### src/rtl/branch_resolve_queue.sv
`default_nettype none
// +--------------------------------------------------------------------------+
// | Module   : branch_resolve_queue                                          |
// | Purpose  : multi-port branch resolver feeding an in-order FIFO of        |
// |            resolutions that drains to the frontend over valid/ready.     |
// | Revision : 1.0 - initial release                                         |
// +--------------------------------------------------------------------------+
module branch_resolve_queue #(
   parameter int NR_PORTS = 2,
   parameter int DEPTH    = 4,
   parameter int VLEN     = 39,
   parameter int CNT_W    = 16
) (
   input  logic                     clk_i,
   input  logic                     rst_ni,
   input  logic                     flush_i,
   input  logic [NR_PORTS-1:0]      valid_i,
   output logic                     ready_o,
   input  logic [NR_PORTS-1:0]      is_branch_i,
   input  logic [NR_PORTS-1:0]      is_jalr_i,
   input  logic [NR_PORTS-1:0]      comp_res_i,
   input  logic [NR_PORTS-1:0]      is_compressed_i,
   input  logic [NR_PORTS*VLEN-1:0] pc_i,
   input  logic [NR_PORTS*VLEN-1:0] operand_a_i,
   input  logic [NR_PORTS*VLEN-1:0] imm_i,
   input  logic [NR_PORTS*3-1:0]    pred_cf_i,
   input  logic [NR_PORTS*VLEN-1:0] pred_addr_i,
   output logic [NR_PORTS*VLEN-1:0] result_o,
   output logic                     res_valid_o,
   input  logic                     res_ready_i,
   output logic [VLEN-1:0]          res_pc_o,
   output logic [VLEN-1:0]          res_target_o,
   output logic                     res_taken_o,
   output logic                     res_mispredict_o,
   output logic [2:0]               res_cf_o,
   output logic                     res_exc_o,
   output logic [CNT_W-1:0]         mispredict_cnt_o
);

   localparam int c_PTR_W = (DEPTH > 1) ? $clog2(DEPTH) : 1;
   localparam int c_OCC_W = $clog2(DEPTH) + 1;
   localparam int c_NP_W  = $clog2(NR_PORTS + 1);

   localparam logic [c_PTR_W-1:0] c_PTR_MASK = c_PTR_W'(DEPTH - 1);
   localparam logic [2:0]         c_CF_NOCF   = 3'd0;
   localparam logic [2:0]         c_CF_BRANCH = 3'd1;
   localparam logic [2:0]         c_CF_JUMPR  = 3'd3;
   localparam logic [2:0]         c_CF_RETURN = 3'd4;

   // Per-port resolution results
   logic [NR_PORTS-1:0][VLEN-1:0] w_next_pc;
   logic [NR_PORTS-1:0][VLEN-1:0] w_res_tgt;
   logic [NR_PORTS-1:0][VLEN-1:0] w_port_pc;
   logic [NR_PORTS-1:0][2:0]      w_cf;
   logic [NR_PORTS-1:0]           w_taken;
   logic [NR_PORTS-1:0]           w_mp;
   logic [NR_PORTS-1:0]           w_exc;

   for (genvar i = 0; i < NR_PORTS; i++) begin : g_port
      logic [VLEN-1:0] w_pc;
      logic [VLEN-1:0] w_base;
      logic [VLEN-1:0] w_sum;
      logic [VLEN-1:0] w_target;
      logic [VLEN-1:0] w_pred_addr;
      logic [2:0]      w_pred_cf;
      logic [2:0]      w_cf_l;
      logic            w_mp_l;

      assign w_pc        = pc_i[i*VLEN +: VLEN];
      assign w_pred_addr = pred_addr_i[i*VLEN +: VLEN];
      assign w_pred_cf   = pred_cf_i[i*3 +: 3];
      assign w_base      = is_jalr_i[i] ? operand_a_i[i*VLEN +: VLEN] : w_pc;
      assign w_sum       = w_base + imm_i[i*VLEN +: VLEN];
      assign w_target    = is_jalr_i[i] ? {w_sum[VLEN-1:1], 1'b0} : w_sum;

      assign w_port_pc[i] = w_pc;
      assign w_next_pc[i] = w_pc + (is_compressed_i[i] ? VLEN'(2) : VLEN'(4));
      assign w_taken[i]   = comp_res_i[i] | is_jalr_i[i];
      assign w_res_tgt[i] = w_taken[i] ? w_target : w_next_pc[i];
      assign w_exc[i]     = w_taken[i] & w_target[0];
      assign w_cf[i]      = w_cf_l;
      assign w_mp[i]      = w_mp_l;

      // A JALR predicted as a return keeps that class so the RAS stays in step
      always_comb begin
         w_cf_l = w_pred_cf;
         w_mp_l = 1'b0;
         if (is_branch_i[i]) begin
            w_cf_l = c_CF_BRANCH;
            w_mp_l = w_taken[i] != (w_pred_cf == c_CF_BRANCH);
         end else if (is_jalr_i[i]) begin
            w_cf_l = (w_pred_cf == c_CF_RETURN) ? c_CF_RETURN : c_CF_JUMPR;
            w_mp_l = (w_pred_cf == c_CF_NOCF) || (w_target != w_pred_addr);
         end
      end

      assign result_o[i*VLEN +: VLEN] = w_next_pc[i];
   end

   // FIFO state
   logic [VLEN-1:0]    r_fifo_pc    [DEPTH];
   logic [VLEN-1:0]    r_fifo_tgt   [DEPTH];
   logic [2:0]         r_fifo_cf    [DEPTH];
   logic               r_fifo_taken [DEPTH];
   logic               r_fifo_mp    [DEPTH];
   logic               r_fifo_exc   [DEPTH];
   logic [c_PTR_W-1:0] r_wr_ptr;
   logic [c_PTR_W-1:0] r_rd_ptr;
   logic [c_OCC_W-1:0] r_count;
   logic [CNT_W-1:0]   r_mp_cnt;

   logic [NR_PORTS-1:0]               w_push;
   logic [NR_PORTS-1:0][c_PTR_W-1:0]  w_slot;
   logic [c_OCC_W-1:0]                w_push_cnt;
   logic [c_NP_W-1:0]                 w_mp_add;
   logic                              w_stop;
   logic                              w_pop;
   logic [CNT_W:0]                    w_cnt_sum;

   assign ready_o     = ((c_OCC_W'(DEPTH) - r_count) >= c_OCC_W'(NR_PORTS)) & ~flush_i;
   assign res_valid_o = (r_count != '0);
   assign w_pop       = res_valid_o & res_ready_i & ~flush_i;

   // Ports enter in age order; the first redirecting one closes the group
   always_comb begin
      w_push     = '0;
      w_slot     = '0;
      w_push_cnt = '0;
      w_mp_add   = '0;
      w_stop     = 1'b0;
      for (int i = 0; i < NR_PORTS; i++) begin
         w_slot[i] = (r_wr_ptr + w_push_cnt[c_PTR_W-1:0]) & c_PTR_MASK;
         if (ready_o && valid_i[i] && !w_stop) begin
            w_push[i]  = 1'b1;
            w_push_cnt = w_push_cnt + c_OCC_W'(1);
            if (w_mp[i]) begin
               w_mp_add = w_mp_add + c_NP_W'(1);
            end
            if (w_mp[i] || w_exc[i]) begin
               w_stop = 1'b1;
            end
         end
      end
   end

   assign w_cnt_sum = {1'b0, r_mp_cnt} + {{(CNT_W + 1 - c_NP_W){1'b0}}, w_mp_add};

   always_ff @(posedge clk_i or negedge rst_ni) begin
      if (!rst_ni) begin
         r_wr_ptr <= '0;
         r_rd_ptr <= '0;
         r_count  <= '0;
         r_mp_cnt <= '0;
         for (int d = 0; d < DEPTH; d++) begin
            r_fifo_pc[d]    <= '0;
            r_fifo_tgt[d]   <= '0;
            r_fifo_cf[d]    <= '0;
            r_fifo_taken[d] <= 1'b0;
            r_fifo_mp[d]    <= 1'b0;
            r_fifo_exc[d]   <= 1'b0;
         end
      end else begin
         if (flush_i) begin
            r_wr_ptr <= '0;
            r_rd_ptr <= '0;
            r_count  <= '0;
         end else begin
            for (int i = 0; i < NR_PORTS; i++) begin
               if (w_push[i]) begin
                  r_fifo_pc[w_slot[i]]    <= w_port_pc[i];
                  r_fifo_tgt[w_slot[i]]   <= w_res_tgt[i];
                  r_fifo_cf[w_slot[i]]    <= w_cf[i];
                  r_fifo_taken[w_slot[i]] <= w_taken[i];
                  r_fifo_mp[w_slot[i]]    <= w_mp[i];
                  r_fifo_exc[w_slot[i]]   <= w_exc[i];
               end
            end
            r_wr_ptr <= (r_wr_ptr + w_push_cnt[c_PTR_W-1:0]) & c_PTR_MASK;
            if (w_pop) begin
               r_rd_ptr <= (r_rd_ptr + c_PTR_W'(1)) & c_PTR_MASK;
            end
            r_count <= r_count + w_push_cnt - c_OCC_W'(w_pop);
         end
         r_mp_cnt <= w_cnt_sum[CNT_W] ? {CNT_W{1'b1}} : w_cnt_sum[CNT_W-1:0];
      end
   end

   // Head fields read as zero while the queue is empty
   assign res_pc_o         = res_valid_o ? r_fifo_pc[r_rd_ptr]    : '0;
   assign res_target_o     = res_valid_o ? r_fifo_tgt[r_rd_ptr]   : '0;
   assign res_cf_o         = res_valid_o ? r_fifo_cf[r_rd_ptr]    : '0;
   assign res_taken_o      = res_valid_o & r_fifo_taken[r_rd_ptr];
   assign res_mispredict_o = res_valid_o & r_fifo_mp[r_rd_ptr];
   assign res_exc_o        = res_valid_o & r_fifo_exc[r_rd_ptr];
   assign mispredict_cnt_o = r_mp_cnt;

endmodule
`default_nettype wire

### config.mk
export PLATFORM = sky130hd
export DESIGN_NAME = branch_resolve_queue
export DESIGN_NICKNAME = d
export VERILOG_FILES = /design/src/rtl/branch_resolve_queue.sv
export SDC_FILE = /design/constraint.sdc
export NUM_CORES = 1
export LEC_CHECK = 0
export CAP_MARGIN = 20
export CELL_PAD_IN_SITES_DETAIL_PLACEMENT = 1
export CELL_PAD_IN_SITES_GLOBAL_PLACEMENT = 1
export CORE_ASPECT_RATIO = 0.75
export CORE_UTILIZATION = 25
export DETAILED_ROUTE_END_ITERATION = 8
export GPL_TIMING_DRIVEN = 1
export HOLD_SLACK_MARGIN = 0.15
export MAX_ROUTING_LAYER = met4
export PLACE_DENSITY_LB_ADDON = 0.25
export SYNTH_ARGS = -nofsm -noshare
export SYNTH_HDL_FRONTEND = slang
export SYNTH_SLANG_ARGS = --single-unit
### constraint.sdc
create_clock -name clk_i -period 3.6 [get_ports clk_i]
set_clock_uncertainty 0.1 [all_clocks]
set_input_delay 0.54 -clock clk_i [delete_from_list [all_inputs] [get_ports clk_i]]
set_output_delay 0.54 -clock clk_i [all_outputs]
set_load 0.1 [all_outputs]
==> flow_summary.toml <==
[outcome]
status = "finished with violations"
violations = "DRC, setup timing"

[yosys]
ys_types = 97
ys_warn_count = 0
syn_area_um2 = 29600
synthTopCellsByArea = "dfrtp_1 30%, mux2i_1 9.1%, mux4_2 6.4%, a222oi_1 5.2%, xnor2_1 4.4%"
yosysSeqAreaShare_pct = 30.4
syn-num-nets = 3726
synth-main-ff-cell = "dfrtp_1"
synth_seq_cells = 359
synth_top_area_share_pct = 30.4
yosys.area.top_type = "dfrtp_1"
async_flop_share_pct = 100
synth_edf_count = 0
yosysMostFrequentCell = "dfrtp_1"
synthesis.instances = 3296
syn_area_per_cell_um2 = 8.98
synthTopCellsByCount = "359 x dfrtp_1, 275 x inv_1, 270 x mux2i_1"

[sta]
slew_headroom_pct = 33.5
max_freq_ghz = 0.156
fin_ws_ns = -2.82
grt_setup_unrepaired = "yes"
final_hold_viol_count = 0
post-route-period-util_pct = 178
slew_violations = 0
setup_viol = 404
period_needed_ns = 6.42
final.setup.tns_ns = -702.05
tightest_slew_ns = 0.995

[critical_path]
r2r_cells = 21
crit_type = "in -> reg"
critPathMaxStageDelay_ns = 0.56
reg2reg_slack_ns = -0.55
reg2reg_to = "mispredict_cnt_o[0]$_DFF_PN0_"
crit_path_start = "is_jalr_i[1]"
cp.arrival_ns = 6.83
start_kind = "primary input"
cp_slowest_cell = "or4_4"
critPathCaptureType = "register"
cp.required_ns = 4.02
worstPathMaxFanout = 15
r2r-start = "r_count[0]$_DFF_PN0_"
crit_path_end = "mispredict_cnt_o[0]$_DFF_PN0_"

[finish]
nets = 5173
multiInputGateArea_um2 = 21000
layout-drive-gt1-share_pct = 38.9
areaGrowthSynthToFinish_pct = 71.8
seqCellArea_um2 = 8990
nFillCells = 13000
final_area_um2 = 50900

[global_routing]
overflow = 0
grt_usage_pct = 29.8
grt_max_degree = 87
antenna_found_initial = 13
grt_pass1_wl_um = 252000
grt_pass1_vias = 35100

[die]
pin_count = 512
start_util_pct = 25.4
dieArea_um2 = 120000
die_height_um = 300
rows = 108
fp.dieW_um = 399
core_um2 = 116000

[route]
wl_per_cell_um = 28.3
wl_um = 179000
vias_per_cell = 5.37
num_vias = 33900
firstDrtPassIters = 9
drc = 7
drtIter0Drc = 3535
final_antenna_net_count = 0

[clocking]
root_buffer = "clkbuf_16"
cts.sinks = 359
clock_latency_ns = 0.58
cts.path.max_buffers = 3
h-tree-depth = 2
cts_buffers = 40
cts_tree = "done"
clk_pin_slew_ns = 0.06

[placement]
hpwl_um = 135000
dpl_cell_area_um2 = 45200
gp_congestion = 0.998
numPortBuffers = 511

[power_and_ir_drop]
ir_drop_v = 0.00133
leakagePower_nw = 23.0
power.density_nw_per_um2 = 693

[flow_run]
drv_cap = 0

[hold_path]
min_path_type = "in -> reg"
sequential cells by signal (all words and copies together), names as in the netlist:
name	flops
r_fifo_mp	4
r_fifo_exc	4
r_fifo_tgt	156
r_rd_ptr	2
r_fifo_cf	12
r_wr_ptr	2
r_count	3
r_fifo_taken	4
r_fifo_pc	156
mispredict_cnt_o	16
critical path: cells and delay by family:
family	cells	cell delay [ns]
AO/OA/AOI/OAI	7	1.30
XOR/XNOR	2	0.27
adder cells (fa/ha/maj)	4	1.26
buffers and inverters	6	0.92
AND/OR/NAND/NOR	13	2.50
layer usage:
| layer | wire length, µm | global-route usage, % |
|---|---|---|
| met1 | 80600 | 41.2 |
| met2 | 80300 | 45.0 |
| met3 | 13400 | 5.09 |
| met4 | 4550 | 6.84 |
| met5 | 0 | - |
stage by stage:
stage | power [mW] | utilization (%) | instances | hold slack (ns) | worst slack, ns
floorplan | 20.2 | - | 3296 | 0.144 | -2.98
global placement | 28.9 | 38.8 | 6051 | 0.410 | -4.31
detailed placement | 29.2 | 38.8 | 6051 | 0.416 | -4.39
CTS | 34.8 | 42.8 | 6264 | 0.318 | -2.77
global route | 36.5 | 43.6 | 6315 | 0.336 | -3.12
finish | 35.2 | 43.7 | 6319 | 0.336 | -2.82
final cells by class:
class | instances | area share [%]
Timing Repair Buffer | 1636 | 32.6
Inverter | 281 | 2.13
Clock inverter | 6 | 0.138
Clock buffer | 61 | 2.36
Sequential cell | 359 | 17.7
Antenna cell | 11 | 0.0541
Multi-Input combinational cell | 2425 | 41.3
Tap cell | 1540 | 3.79
cell usage in the layout (no fill, tap or decap), types with 44 or more instances in the layout:
cell type | netlist | final
a21oi_1 | 214 | 182
a222oi_1 | 154 | 154
and2_1 | 103 | 98
buf_12 | 0 | 190
buf_4 | 19 | 1003
buf_6 | 24 | 50
clkbuf_16 | 0 | 44
clkdlybuf4s50_1 | 0 | 292
dfrtp_1 | 359 | 357
ha_1 | 92 | 62
inv_1 | 275 | 247
mux2i_1 | 270 | 269
mux4_2 | 84 | 84
nand2_1 | 259 | 232
nand3_1 | 66 | 58
nand4_1 | 53 | 53
nor2_1 | 244 | 225
o21ai_0 | 164 | 93
o21ai_1 | 10 | 47
xnor2_1 | 149 | 90
xor2_1 | 56 | 54
kinds of logic (layout without fill, tap and decap cells):
kind of cell,count (synthesis),after routing,share of synthesized area [%]
xor gates and xnor gates,225,225,7.61
DFF,359,359,30.4
buffers and inverters,514,1984,7.53
muxes,359,359,15.7
other,0,11,0
adders and majority gates,98,98,4.30
and+or+nand+nor,942,944,15.6
AOI/OAI and AO/OA,799,799,18.9
worst min-delay path by stage:
stage	startpoint	cells past startpoint	to	slack, ns
global placement	r_fifo_pc[136]$_DFFE_PN0N_	2	r_fifo_pc[136]$_DFFE_PN0N_	0.41
detailed placement	r_fifo_pc[4]$_DFFE_PN0N_	2	r_fifo_pc[4]$_DFFE_PN0N_	0.42
finish	pc_i[39]	4	r_fifo_pc[117]$_DFFE_PN0N_	0.34
global route	pc_i[39]	4	r_fifo_pc[117]$_DFFE_PN0N_	0.34
floorplan	rst_ni	0	mispredict_cnt_o[0]$_DFF_PN0_	0.14
CTS	pc_i[39]	4	r_fifo_pc[117]$_DFFE_PN0N_	0.32
what timing repair did:
action	CTS	global route
pin swaps	197	64
gates resized for setup	451	148
hold buffers	1	0
cloned	41	1
buffers inserted	107	47
hold endpoints to repair	79	0
setup endpoints to repair	405	406
power by group:
part | internal (mW) | switching [mW] | leakage (nW) | total (mW)
clock | 2.36 | 1.82 | 0.627 | 4.18
sequential | 5.75 | 1.05 | 4.13 | 6.80
combinational | 9.45 | 14.8 | 18.3 | 24.3
total | 17.6 | 17.7 | 23.0 | 35.2
No activity file was read; power rests on OpenSTA's default activity.
